==> src/rtl/gaus_buffer_reader_if.sv <==
`default_nettype none
// ============================================================================
// Module   : gaus_buffer_reader_if
// Purpose  : Command, RAM read-port and output-stream bundle for the
//            Gaussian buffer reader. The master modport is the reader itself.
// Revision : 1.0 - initial release
// ============================================================================
interface gaus_buffer_reader_if #(
    parameter int DATA_WIDTH = 64,
    parameter int ADDR_WIDTH = 20
);
    logic                  start;
    logic [ADDR_WIDTH-1:0] base_addr;
    logic [ADDR_WIDTH-1:0] length;
    logic                  busy;
    logic                  done;
    logic [ADDR_WIDTH-1:0] read_addr;
    logic [DATA_WIDTH-1:0] ram_q;
    logic [DATA_WIDTH-1:0] m_data;
    logic                  m_valid;
    logic                  m_last;
    logic                  m_ready;

    modport master (
        input  start, base_addr, length, ram_q, m_ready,
        output busy, done, read_addr, m_data, m_valid, m_last
    );

    modport slave (
        output start, base_addr, length, ram_q, m_ready,
        input  busy, done, read_addr, m_data, m_valid, m_last
    );
endinterface
`default_nettype wire

==> src/rtl/gaus_buffer_reader.sv <==
`default_nettype none
// ============================================================================
// Module   : gaus_buffer_reader
// Purpose  : Issues a sequential run of RAM read addresses, realigns the
//            fixed-latency read data with a valid tag pipeline and delivers
//            it through a credit-protected skid FIFO as a valid/ready stream.
// Revision : 1.0 - initial release
// ============================================================================
module gaus_buffer_reader #(
    parameter int DATA_WIDTH  = 64,
    parameter int ADDR_WIDTH  = 20,
    parameter int RAM_LATENCY = 3,
    parameter int FIFO_DEPTH  = 8
) (
    input  logic                 clk,
    input  logic                 rst,
    gaus_buffer_reader_if.master bus
);
    localparam int c_PTR_W = $clog2(FIFO_DEPTH);
    localparam int c_CNT_W = c_PTR_W + 1;
    // Tags live in the address register stage plus RAM_LATENCY shift stages.
    localparam int c_INF_W = $clog2(RAM_LATENCY + 2);
    localparam int c_OCC_W = c_CNT_W + 1;

    typedef enum logic [1:0] {
        S_IDLE  = 2'd0,
        S_RUN   = 2'd1,
        S_DRAIN = 2'd2
    } state_t;

    state_t                r_state;
    state_t                w_state_next;
    logic                  r_done;
    logic                  w_done_next;

    logic [ADDR_WIDTH-1:0] r_base;
    logic [ADDR_WIDTH-1:0] r_length;
    logic [ADDR_WIDTH-1:0] r_issued;
    logic [ADDR_WIDTH-1:0] r_captured;
    logic [ADDR_WIDTH-1:0] r_read_addr;
    logic                  r_addr_vld;
    logic [RAM_LATENCY-1:0] r_tag;

    logic [DATA_WIDTH-1:0] r_fifo_data [FIFO_DEPTH];
    logic                  r_fifo_last [FIFO_DEPTH];
    logic [c_PTR_W-1:0]    r_wr_ptr;
    logic [c_PTR_W-1:0]    r_rd_ptr;
    logic [c_CNT_W-1:0]    r_fifo_cnt;

    logic                  w_nonempty;
    logic                  w_pop;
    logic                  w_push;
    logic                  w_push_last;
    logic [c_INF_W-1:0]    w_inflight;
    logic [c_OCC_W-1:0]    w_occ;
    logic                  w_credit;
    logic                  w_start_acc;
    logic                  w_issue;
    logic [ADDR_WIDTH-1:0] w_issue_addr;
    logic [ADDR_WIDTH-1:0] w_issued_next;
    logic [ADDR_WIDTH-1:0] w_run_len;
    logic                  w_last_issue;
    logic                  w_drain_empty;

    assign w_nonempty  = (r_fifo_cnt != '0);
    assign w_pop       = w_nonempty && bus.m_ready;
    assign w_push      = r_tag[RAM_LATENCY-1];
    assign w_push_last = ((r_captured + ADDR_WIDTH'(1)) == r_length);

    // Count every read whose data has not yet reached the FIFO.
    always_comb begin
        w_inflight = c_INF_W'(r_addr_vld);
        for (int i = 0; i < RAM_LATENCY; i++) begin
            w_inflight = w_inflight + c_INF_W'(r_tag[i]);
        end
    end

    // A new read is allowed only if its word is guaranteed a FIFO slot.
    assign w_occ    = c_OCC_W'(w_inflight) + c_OCC_W'(r_fifo_cnt) - c_OCC_W'(w_pop);
    assign w_credit = (w_occ < c_OCC_W'(FIFO_DEPTH));

    // The first read is issued on the accepting edge so read_addr shows base
    // in the first busy cycle; later reads are issued from RUN under credit.
    assign w_start_acc   = (r_state == S_IDLE) && bus.start;
    assign w_issue       = (w_start_acc && (bus.length != '0)) ||
                           ((r_state == S_RUN) && w_credit);
    assign w_issue_addr  = (r_state == S_IDLE) ? bus.base_addr : (r_base + r_issued);
    assign w_issued_next = (r_state == S_IDLE) ? ADDR_WIDTH'(1) : (r_issued + ADDR_WIDTH'(1));
    assign w_run_len     = (r_state == S_IDLE) ? bus.length : r_length;
    assign w_last_issue  = w_issue && (w_issued_next == w_run_len);

    // Drain completes when nothing is in flight and the FIFO empties this cycle.
    assign w_drain_empty = (w_inflight == '0) &&
                           ((r_fifo_cnt == '0) || ((r_fifo_cnt == c_CNT_W'(1)) && w_pop));

    // State and done pulse registers.
    always_ff @(posedge clk) begin
        if (rst) begin
            r_state <= S_IDLE;
            r_done  <= 1'b0;
        end else begin
            r_state <= w_state_next;
            r_done  <= w_done_next;
        end
    end

    // Next-state and done decode.
    always_comb begin
        w_state_next = r_state;
        w_done_next  = 1'b0;
        case (r_state)
            S_IDLE: begin
                if (bus.start) begin
                    if ((bus.length == '0) || w_last_issue) begin
                        w_state_next = S_DRAIN;
                    end else begin
                        w_state_next = S_RUN;
                    end
                end
            end
            S_RUN: begin
                if (w_last_issue) begin
                    w_state_next = S_DRAIN;
                end
            end
            S_DRAIN: begin
                if (w_drain_empty) begin
                    w_state_next = S_IDLE;
                    w_done_next  = 1'b1;
                end
            end
            default: w_state_next = S_IDLE;
        endcase
    end

    // Run parameters, issue/capture counters and the read address register.
    always_ff @(posedge clk) begin
        if (rst) begin
            r_base      <= '0;
            r_length    <= '0;
            r_issued    <= '0;
            r_captured  <= '0;
            r_read_addr <= '0;
            r_addr_vld  <= 1'b0;
        end else begin
            r_addr_vld <= w_issue;
            if (w_start_acc) begin
                r_base     <= bus.base_addr;
                r_length   <= bus.length;
                r_captured <= '0;
            end else if (w_push) begin
                r_captured <= r_captured + ADDR_WIDTH'(1);
            end
            if (w_issue) begin
                r_issued    <= w_issued_next;
                r_read_addr <= w_issue_addr;
            end else if (w_start_acc) begin
                r_issued <= '0;
            end
        end
    end

    // Valid tags follow each issued address through the RAM read pipeline.
    always_ff @(posedge clk) begin
        if (rst) begin
            r_tag <= '0;
        end else begin
            r_tag <= (r_tag << 1) | RAM_LATENCY'(r_addr_vld);
        end
    end

    // Skid FIFO: captures tagged RAM words, pops on stream handshake.
    always_ff @(posedge clk) begin
        if (rst) begin
            r_wr_ptr   <= '0;
            r_rd_ptr   <= '0;
            r_fifo_cnt <= '0;
            for (int i = 0; i < FIFO_DEPTH; i++) begin
                r_fifo_data[i] <= '0;
                r_fifo_last[i] <= 1'b0;
            end
        end else begin
            if (w_push) begin
                r_fifo_data[r_wr_ptr] <= bus.ram_q;
                r_fifo_last[r_wr_ptr] <= w_push_last;
                r_wr_ptr              <= r_wr_ptr + c_PTR_W'(1);
            end
            if (w_pop) begin
                r_rd_ptr <= r_rd_ptr + c_PTR_W'(1);
            end
            case ({w_push, w_pop})
                2'b10:   r_fifo_cnt <= r_fifo_cnt + c_CNT_W'(1);
                2'b01:   r_fifo_cnt <= r_fifo_cnt - c_CNT_W'(1);
                default: r_fifo_cnt <= r_fifo_cnt;
            endcase
        end
    end

    assign bus.m_valid   = w_nonempty;
    assign bus.m_data    = w_nonempty ? r_fifo_data[r_rd_ptr] : '0;
    assign bus.m_last    = w_nonempty && r_fifo_last[r_rd_ptr];
    assign bus.busy      = (r_state != S_IDLE);
    assign bus.done      = r_done;
    assign bus.read_addr = r_read_addr;

endmodule
`default_nettype wire

==> src/flat_wrapper.sv <==
// flat-port wrapper written by rule: the top's interface ports become plain ports
module gaus_buffer_reader_flat 
#(
    parameter int DATA_WIDTH  = 64,
    parameter int ADDR_WIDTH  = 20,
    parameter int RAM_LATENCY = 3,
    parameter int FIFO_DEPTH  = 8
)
  (clk, rst, bus_start, bus_base_addr, bus_length, bus_ram_q, bus_m_ready, bus_busy, bus_done, bus_read_addr, bus_m_data, bus_m_valid, bus_m_last);
  gaus_buffer_reader_if #(.DATA_WIDTH(DATA_WIDTH), .ADDR_WIDTH(ADDR_WIDTH)) bus_i ();
  input  logic clk;
  input  logic rst;
  input wire logic [$bits(bus_i.start)-1:0] bus_start;
  input wire logic [$bits(bus_i.base_addr)-1:0] bus_base_addr;
  input wire logic [$bits(bus_i.length)-1:0] bus_length;
  input wire logic [$bits(bus_i.ram_q)-1:0] bus_ram_q;
  input wire logic [$bits(bus_i.m_ready)-1:0] bus_m_ready;
  output wire logic [$bits(bus_i.busy)-1:0] bus_busy;
  output wire logic [$bits(bus_i.done)-1:0] bus_done;
  output wire logic [$bits(bus_i.read_addr)-1:0] bus_read_addr;
  output wire logic [$bits(bus_i.m_data)-1:0] bus_m_data;
  output wire logic [$bits(bus_i.m_valid)-1:0] bus_m_valid;
  output wire logic [$bits(bus_i.m_last)-1:0] bus_m_last;
  assign bus_i.start = bus_start;
  assign bus_i.base_addr = bus_base_addr;
  assign bus_i.length = bus_length;
  assign bus_i.ram_q = bus_ram_q;
  assign bus_i.m_ready = bus_m_ready;
  assign bus_busy = bus_i.busy;
  assign bus_done = bus_i.done;
  assign bus_read_addr = bus_i.read_addr;
  assign bus_m_data = bus_i.m_data;
  assign bus_m_valid = bus_i.m_valid;
  assign bus_m_last = bus_i.m_last;
  gaus_buffer_reader #(.DATA_WIDTH(DATA_WIDTH), .ADDR_WIDTH(ADDR_WIDTH), .RAM_LATENCY(RAM_LATENCY), .FIFO_DEPTH(FIFO_DEPTH)) u_core (.clk(clk), .rst(rst), .bus(bus_i));
endmodule
==> config.mk <==
export PLATFORM = sky130hd
export DESIGN_NAME = gaus_buffer_reader_flat
export DESIGN_NICKNAME = d
export VERILOG_FILES = /design/src/rtl/gaus_buffer_reader_if.sv /design/src/rtl/gaus_buffer_reader.sv /design/src/flat_wrapper.sv
export SDC_FILE = /design/constraint.sdc
export NUM_CORES = 1
export LEC_CHECK = 0
export BUFFER_PORTS_ARGS = -buffer_cell sky130_fd_sc_hd__buf_2
export CAP_MARGIN = 20
export CORE_ASPECT_RATIO = 1.5
export CORE_UTILIZATION = 66
export CTS_CLUSTER_DIAMETER = 30
export CTS_CLUSTER_SIZE = 14
export DETAILED_ROUTE_END_ITERATION = 10
export GPL_TIMING_DRIVEN = 0
export PLACE_DENSITY = 0.86
export SLEW_MARGIN = 15
export SYNTH_ARGS = -nofsm -noshare
export SYNTH_HDL_FRONTEND = slang
export SYNTH_SLANG_ARGS = --single-unit
==> constraint.sdc <==
create_clock -name clk -period 9.3 [get_ports clk]
set_input_delay 0.93 -clock clk [delete_from_list [all_inputs] [get_ports clk]]
set_output_delay 0.93 -clock clk [all_outputs]
set_load 0.1 [all_outputs]
==> metrics, run 1 <==
outcome completed; count of warnings emitted by yosys 0; Min-Delay Startpoint u_core.r_base[5]$_SDFFE_PP0P_; Post-Syn Nets 2,488; portion of the clock cycle consumed by the worst path in the final layout 0.606; number of instances in the synthesized netlist 2,343; post-layout net count 2,777; leakage power 12.9 nW; Max transition margin 0.284; overflow left after global routing 0; slowest library cell on the worst path buf_1; vias 20,800; HPWL after detailed placement 52.7 mm; total of flip-flops plus latches after synthesis 640; Mean Syn Cell Area 13.0 µm²; cell total after placement 3,128; power share of the clock group 0.352; most common flop cell mapped by yosys edfxtp_1; pin count of the biggest net entering global routing 42; switching power share of the total 0.360; residual antenna-violating net count after detailed routing 0; DIE WIDTH 177 µm; initial standard-cell utilization of the core 0.673; maximum fanout encountered on the critical timing path 10; overall die area 46,900 µm²; MaxCap Viol Count 0; Worst R2R Start u_core.r_tag[2]$_SDFF_PP0_; number of top-level design ports 196; cell area after layout 35,000 µm²; utilization of the core after routing 0.775; CP required 9.77 ns; distinct cell type count after synthesis 67; top post-synthesis cells by count and2_1 (521), edfxtp_1 (520), nor2_1 (162); Layout Area Growth over Synthesis 15.1%; power spent charging and discharging nets 3.13 mW; share of post-route cells with drive strength above 1 0.184; share of flip-flops with an asynchronous set or reset 0; Detailed Route Iter0 Violations 1,900; design internal power 5.58 mW; Tot GR Track Use 0.349; sequence of cells on the critical path clkbuf_1, buf_1, inv_1, fa_1, inv_1, ha_1, inv_1, ha_1, inv_1, ha_1, a21oi_1, a2111oi_0, nand3b_1, a21o_1, clkbuf_1, clkbuf_1, o311ai_0, o21ai_0, nor2_1; cell types with the largest area share after synthesis edfxtp_1 (51%), and2_1 (11%), mux4_2 (9.6%); post_cts resized 0; remaining design rule violation count 0; most frequently used cell type in the post-synthesis netlist and2_1; post-synthesis instance area 30,400 µm²; total power of the final layout 8.72 mW; RSZ-0062 raised after global routing no; sequential cell area fraction in the yosys report 0.593; share of the synthesized area in the top cell type 0.514; number of antenna violations at the first check in global routing 16; total wire length after detailed routing 81.6 mm; slew at the pin closest to its max-slew limit 1.07 ns; TritonCTS clock tree done; vertical die dimension 265 µm; most frequent CP cell inv_1; Final Instance Count excl. Fillers 3,291; number of max-slew violations in the final report 0; clock-pin slew reported for the worst setup and hold paths after clock tree synthesis 0.05 ns; Sequential Power Share 0.377; first-pass GRT wire length 121 mm; TNS Setup 0 ns; final setup vio count 0; Clock Skews 0.0198 ns; clk sink count 640; Period minus WS final 5.63 ns; maximum frequency from static timing analysis 178 MHz; CTS Root Buffer Type clkbuf_16; crit path DAT 6.10 ns; floorplan row count 95; via count of the first global-routing pass 21,400; kind of path behind the tightest hold check flop to flop; area of the core region 45,200 µm²; Gate power share 0.272; Critical Path End Type flop; CTS buffer count 83; later-pin clock latency in the skew report 0.61 ns; final setup slack of the worst path 3.67 ns; Vias per Instance 6.31; Post-CTS Setup Inserts 0; number of port buffers 195; pwr/cell area 249 nW/µm²; wire length per cell after detailed routing 24.8 µm; final hold vios 0; CP max stage delay 0.60 ns; worst hold slack across all endpoints 0.461 ns; CP Class flop to flop; buffers from clock root to sink, at most 3; worst vdd rail ir drop 233 µV; source of the critical timing path u_core.r_tag[2]$_SDFF_PP0_; number of H-tree levels 3; routability cong. 0.958; leading area contributor after synthesis edfxtp_1; Setup WS pre-CTS 3.82 ns; First-pass DRT Iterations 6; hold buffers post-CTS 0; type of origin of the critical path flop; number of enable-type register cells in the synthesized netlist 520; dpl cell area 32,300 µm²
power groups by stage:
stage               logic [mW]  clock network (mW)  registers (mW)
global placement          2.30                   0            3.33
floorplan                 1.67                   0            3.48
CTS                       2.36                3.07            3.28
detailed placement        2.34                   0            3.34
finish                    2.37                3.07            3.28
global route              2.47                3.17            3.29
final timing paths:
path                                                             end  slack, ns  depth (start not counted)
worst max-delay path            u_core.bus.read_addr[2]$_SDFFE_PP0P_       3.67                         19
worst min-delay path                   u_core.r_base[5]$_SDFFE_PP0P_       0.46                          2
worst max register to register  u_core.bus.read_addr[2]$_SDFFE_PP0P_       3.67                         19
worst min register to register         u_core.r_base[5]$_SDFFE_PP0P_       0.46                          2
state kept, by name, indices dropped and copies added, names as in the netlist, named ones only:
signal / count
u_core.bus.done: 1
u_core.bus.read_addr: 20
u_core.r_addr_vld: 1
u_core.r_base: 20
u_core.r_captured: 20
u_core.r_fifo_cnt: 4
u_core.r_fifo_data: 512
u_core.r_fifo_last: 8
u_core.r_issued: 20
u_core.r_length: 20
u_core.r_rd_ptr: 3
u_core.r_state: 2
u_core.r_tag: 3
u_core.r_wr_ptr: 3
layout by cell type, fill, tap and decap left out, drive strengths merged, types with 35 or more instances in the layout:
cell type	instances
dfxtp	120
inv	52
and2	521
xor2	42
a21oi	68
o21ai	41
ha	35
nor2	162
xnor2	60
mux2i	72
mux4	130
nand2	151
buf	233
clkbuf	218
edfxtp	520
cells by family (layout without fill, tap and decap cells):
logic type	count (synthesis)	in the layout	share of synthesized area
AOI/OAI and AO/OA	187	187	0.0396
xor gates and xnor gates	102	102	0.0294
adders and majority gates	37	37	0.0157
buffers and inverters	184	541	0.0230
DFF	640	640	0.593
muxes	203	203	0.120
other	0	9	0
and+or+nand+nor	990	990	0.179
worst max-delay path, delay by kind of cell, from the launching register on:
family	cells	cell delay, ns
AOI/OAI and AO/OA	5	1.19
adders and majority gates	4	1.13
buffers and inverters	8	2.20
DFF	1	0.43
and+or+nand+nor	2	0.54
routing by layer:
layer  GRT usage  vias up  part of all wire
met5           0        -           0.00096
met4       0.206       12             0.054
met3      0.0625      298             0.080
met2       0.637     1235              0.54
met1       0.370    10100              0.33
li1            -     9070                 -
area by class of cell:
type | count | area, µm²
well taps | 582 | 728
clock inverters | 61 | 517
plain buffers | 155 | 591
repair buffers | 204 | 1170
diodes | 9 | 22.5
fillers | 2601 | 10200
inverters | 29 | 109
clock buffers | 92 | 2140
flip-flops and latches | 640 | 18000
multi-input cells | 1519 | 11700
Power figures use the tool's default switching activity.
==> run 2, diff against run 1 <==
--- a/config.mk
+++ b/config.mk
@@ -5,15 +5,16 @@
 export SDC_FILE = /design/constraint.sdc
 export NUM_CORES = 1
 export LEC_CHECK = 0
+export ABC_AREA = 1
 export BUFFER_PORTS_ARGS = -buffer_cell sky130_fd_sc_hd__buf_2
 export CAP_MARGIN = 20
 export CORE_ASPECT_RATIO = 1.5
-export CORE_UTILIZATION = 66
+export CORE_UTILIZATION = 61
 export CTS_CLUSTER_DIAMETER = 30
 export CTS_CLUSTER_SIZE = 14
 export DETAILED_ROUTE_END_ITERATION = 10
 export GPL_TIMING_DRIVEN = 0
-export PLACE_DENSITY = 0.86
+export PLACE_DENSITY = 0.8
 export SLEW_MARGIN = 15
 export SYNTH_ARGS = -nofsm -noshare
 export SYNTH_HDL_FRONTEND = slang
==> constraint.sdc (replaced) <==
create_clock -name clk -period 5.6 [get_ports clk]
set_input_delay 0.56 -clock clk [delete_from_list [all_inputs] [get_ports clk]]
set_output_delay 0.56 -clock clk [all_outputs]
set_load 0.1 [all_outputs]
==> metrics, run 2 <==
outcome complete, but fails checks; failing checks DRC; CP max stage delay 0.59 ns; type of origin of the critical path flop; number of cell instances on the worst register-to-register path 20; Crit path buffers/inverters 6; number of instances in the synthesized netlist 3,278; count of warnings emitted by yosys 0; TritonCTS clock tree done; Post-Syn Nets 3,423; slew at the pin closest to its max-slew limit 1.12 ns; portion of the clock cycle consumed by the worst path in the final layout 0.907; Clock Skews 0.0165 ns; hold buffers post-CTS 0; Tot GR Track Use 0.371; buffers from clock root to sink, at most 3; fraction of synthesized cell area in xor and xnor cells 0.0106; most frequently used cell type in the post-synthesis netlist nor2_1; vertical die dimension 273 µm; maximum frequency from static timing analysis 197 MHz; via count of the first global-routing pass 25,900; number of H-tree levels 3; worst r2r dst u_core.r_issued[10]$_SDFFE_PP0P_; max reg flops 512; total wire length after detailed routing 92.4 mm; First-pass DRT Iterations 11; commonest non-fill, non-tap cell in the layout nor2_1; capture endpoint of the worst hold path u_core.r_base[17]$_SDFFE_PP0P_; most frequent CP cell buf_2; slowest library cell on the worst path clkbuf_1; Post-CTS Setup Inserts 0; maximum fanout encountered on the critical timing path 10; Mean Syn Cell Area 9.14 µm²; post_cts resized 0; worst hold slack across all endpoints 0.175 ns; CTS buffer count 95; Period minus WS final 5.08 ns; pin count of the biggest net entering global routing 53; sequence of cells on the critical path buf_2, inv_1, buf_2, clkbuf_1, clkbuf_1, nor2_1, o22ai_1, o21ai_0, a31oi_1, buf_2; Critical Path End Type output pin; RSZ-0062 raised after global routing no; wire length per cell after detailed routing 21.4 µm; distinct cell type count after synthesis 49; share of flip-flops with an asynchronous set or reset 0; complex-gate fraction of the synthesized area 0.125; MaxCap Viol Count 0; Max transition margin 0.252; top post-synthesis cells by count nor2_1 (1,006), edfxtp_1 (520), o21ai_0 (440); initial standard-cell utilization of the core 0.617; leakage power 14.4 nW; floorplan row count 99; final setup vio count 0; most common flop cell mapped by yosys edfxtp_1; number of port buffers 194; HPWL after detailed placement 63.7 mm; first-pass GRT wire length 140 mm; clk sink count 640; R2R setup slack 0.56 ns; cell types with the largest area share after synthesis edfxtp_1 (52%), nor2_1 (13%), dfxtp_1 (8.0%); Detailed Route Iter0 Violations 2,743; overall die area 50,000 µm²; worst vdd rail ir drop 418 µV; CTS Root Buffer Type clkbuf_16; vias 26,000; utilization of the core after routing 0.728; crit path DAT 4.52 ns; Vias per Instance 6.01; number of max-slew violations in the final report 0; multiplexer area fraction after synthesis 0.000334; final hold vios 0; adder and majority cell fraction of the synthesized area 0.0160; CP required 5.04 ns; Layout Area Growth over Synthesis 17.9%; clock-pin slew reported for the worst setup and hold paths after clock tree synthesis 0.06 ns; Min-Delay Startpoint bus_base_addr[17]; overflow left after global routing 0; kind of path behind the tightest hold check input pin to flop; largest register by flop count u_core.r_fifo_data; routability cong. 0.991; post-synthesis instance area 30,000 µm²; later-pin clock latency in the skew report 0.64 ns; residual antenna-violating net count after detailed routing 0; pwr/cell area 528 nW/µm²; category of cells accounting for the largest share of critical-path delay buffers and inverters; main combinational cell family by area after synthesis simple AND/OR/NAND/NOR gates; sequential cell area fraction in the yosys report 0.601; leading area contributor after synthesis edfxtp_1; post-layout net count 3,724; Levels on crit path 10; share of the synthesized area in the top cell type 0.521; remaining design rule violation count 2; Worst R2R Start u_core.r_tag[2]$_SDFF_PP0_; number of top-level design ports 196; fraction of the mapped netlist area in simple logic gates 0.192; DIE WIDTH 183 µm; CP Class flop to output pin; total of flip-flops plus latches after synthesis 640; cell count of the worst hold path 3; top library cells by usage in the layout, fill and taps aside nor2_1 (1,006), edfxtp_1 (520), o21ai_0 (440); number of enable-type register cells in the synthesized netlist 520; area of the core region 48,600 µm²; number of antenna violations at the first check in global routing 1; share of post-route cells with drive strength above 1 0.114
-- run 2: cell count changes in the layout (fill, tap and decap cells not counted), moves of 16 or more --
cell	change
a21oi_1	+16
a31oi_1	+64
and2_1	-519
clkbuf_1	+35
inv_1	+196
mux2i_1	-71
mux4_2	-130
nand2_1	+102
nand3_1	+64
nand4_1	+16
nor2_1	+844
o21ai_0	+399
o22ai_1	+83
xnor2_1	-55
-- run 2: worst max path at each step --
stage | endpoint | slack, ns
3_3_place_gp | u_core.r_fifo_data[0][30]$_SDFFCE_PN0P_ | -0.04
3_5_place_dp | u_core.r_issued[10]$_SDFFE_PP0P_ | 0.83
6_report | bus_m_data[17] | 0.52
2_1_floorplan | bus_m_data[54] | 1.26
5_1_grt | u_core.r_issued[10]$_SDFFE_PP0P_ | 0.39
4_1_cts | bus_m_data[17] | 0.63
-- run 2: report_power, final --
part | internal (mW) | switching, mW | total, mW
registers | 5.40 | 0.137 | 5.53
clock network | 3.64 | 2.44 | 6.08
logic | 1.39 | 5.64 | 7.02
total | 10.4 | 8.21 | 18.6
-- run 2: cell families after synthesis --
kind of cell	count (synthesis)
buf+inv	429
flops	640
mux	1
compound gates	697
xor+xnor	34
simple gates	1440
fa+ha+maj	37
-- run 2: final cells by class --
type,instances,area [µm²]
sequential,640,18000
fill,3447,13200
multi-input combinational,2209,10400
clock buffer,101,2430
timing repair buffer,204,1180
clock inverter,74,865
inverter,228,856
tap,656,821
buffer,201,776
antenna,3,7.51
-- run 2: through the flow --
| step | setup slack, ns | instance area, µm² | cells | power [mW] | TNS [ns] |
|---|---|---|---|---|---|
| after floorplan | 1.26 | 30000 | 3278 | 10.6 | 0 |
| after global placement | -0.0357 | 31800 | 4128 | 12.3 | -1.49 |
| after detailed placement | 0.831 | 32000 | 4136 | 12.4 | 0 |
| after CTS | 0.633 | 35300 | 4311 | 18.5 | 0 |
| after global routing | 0.386 | 35300 | 4313 | 19.2 | 0 |
| final | 0.522 | 35300 | 4316 | 18.6 | 0 |
-- run 2: worst min-delay path: cells and delay by family --
kind                   cells  cell delay, ns
buffers and inverters      1            0.09
and+or+nand+nor            2            0.12
-- run 2: metal layers --
layer  vias up  GRT usage  share of wire  wire length (µm)
met5         -          0              0                 0
met4         0      0.263          0.069              6420
met3       385     0.0639          0.086              7900
met2      1508      0.670           0.52             48100
met1     12300      0.388           0.32             30000
li1      11800          -              -                 -
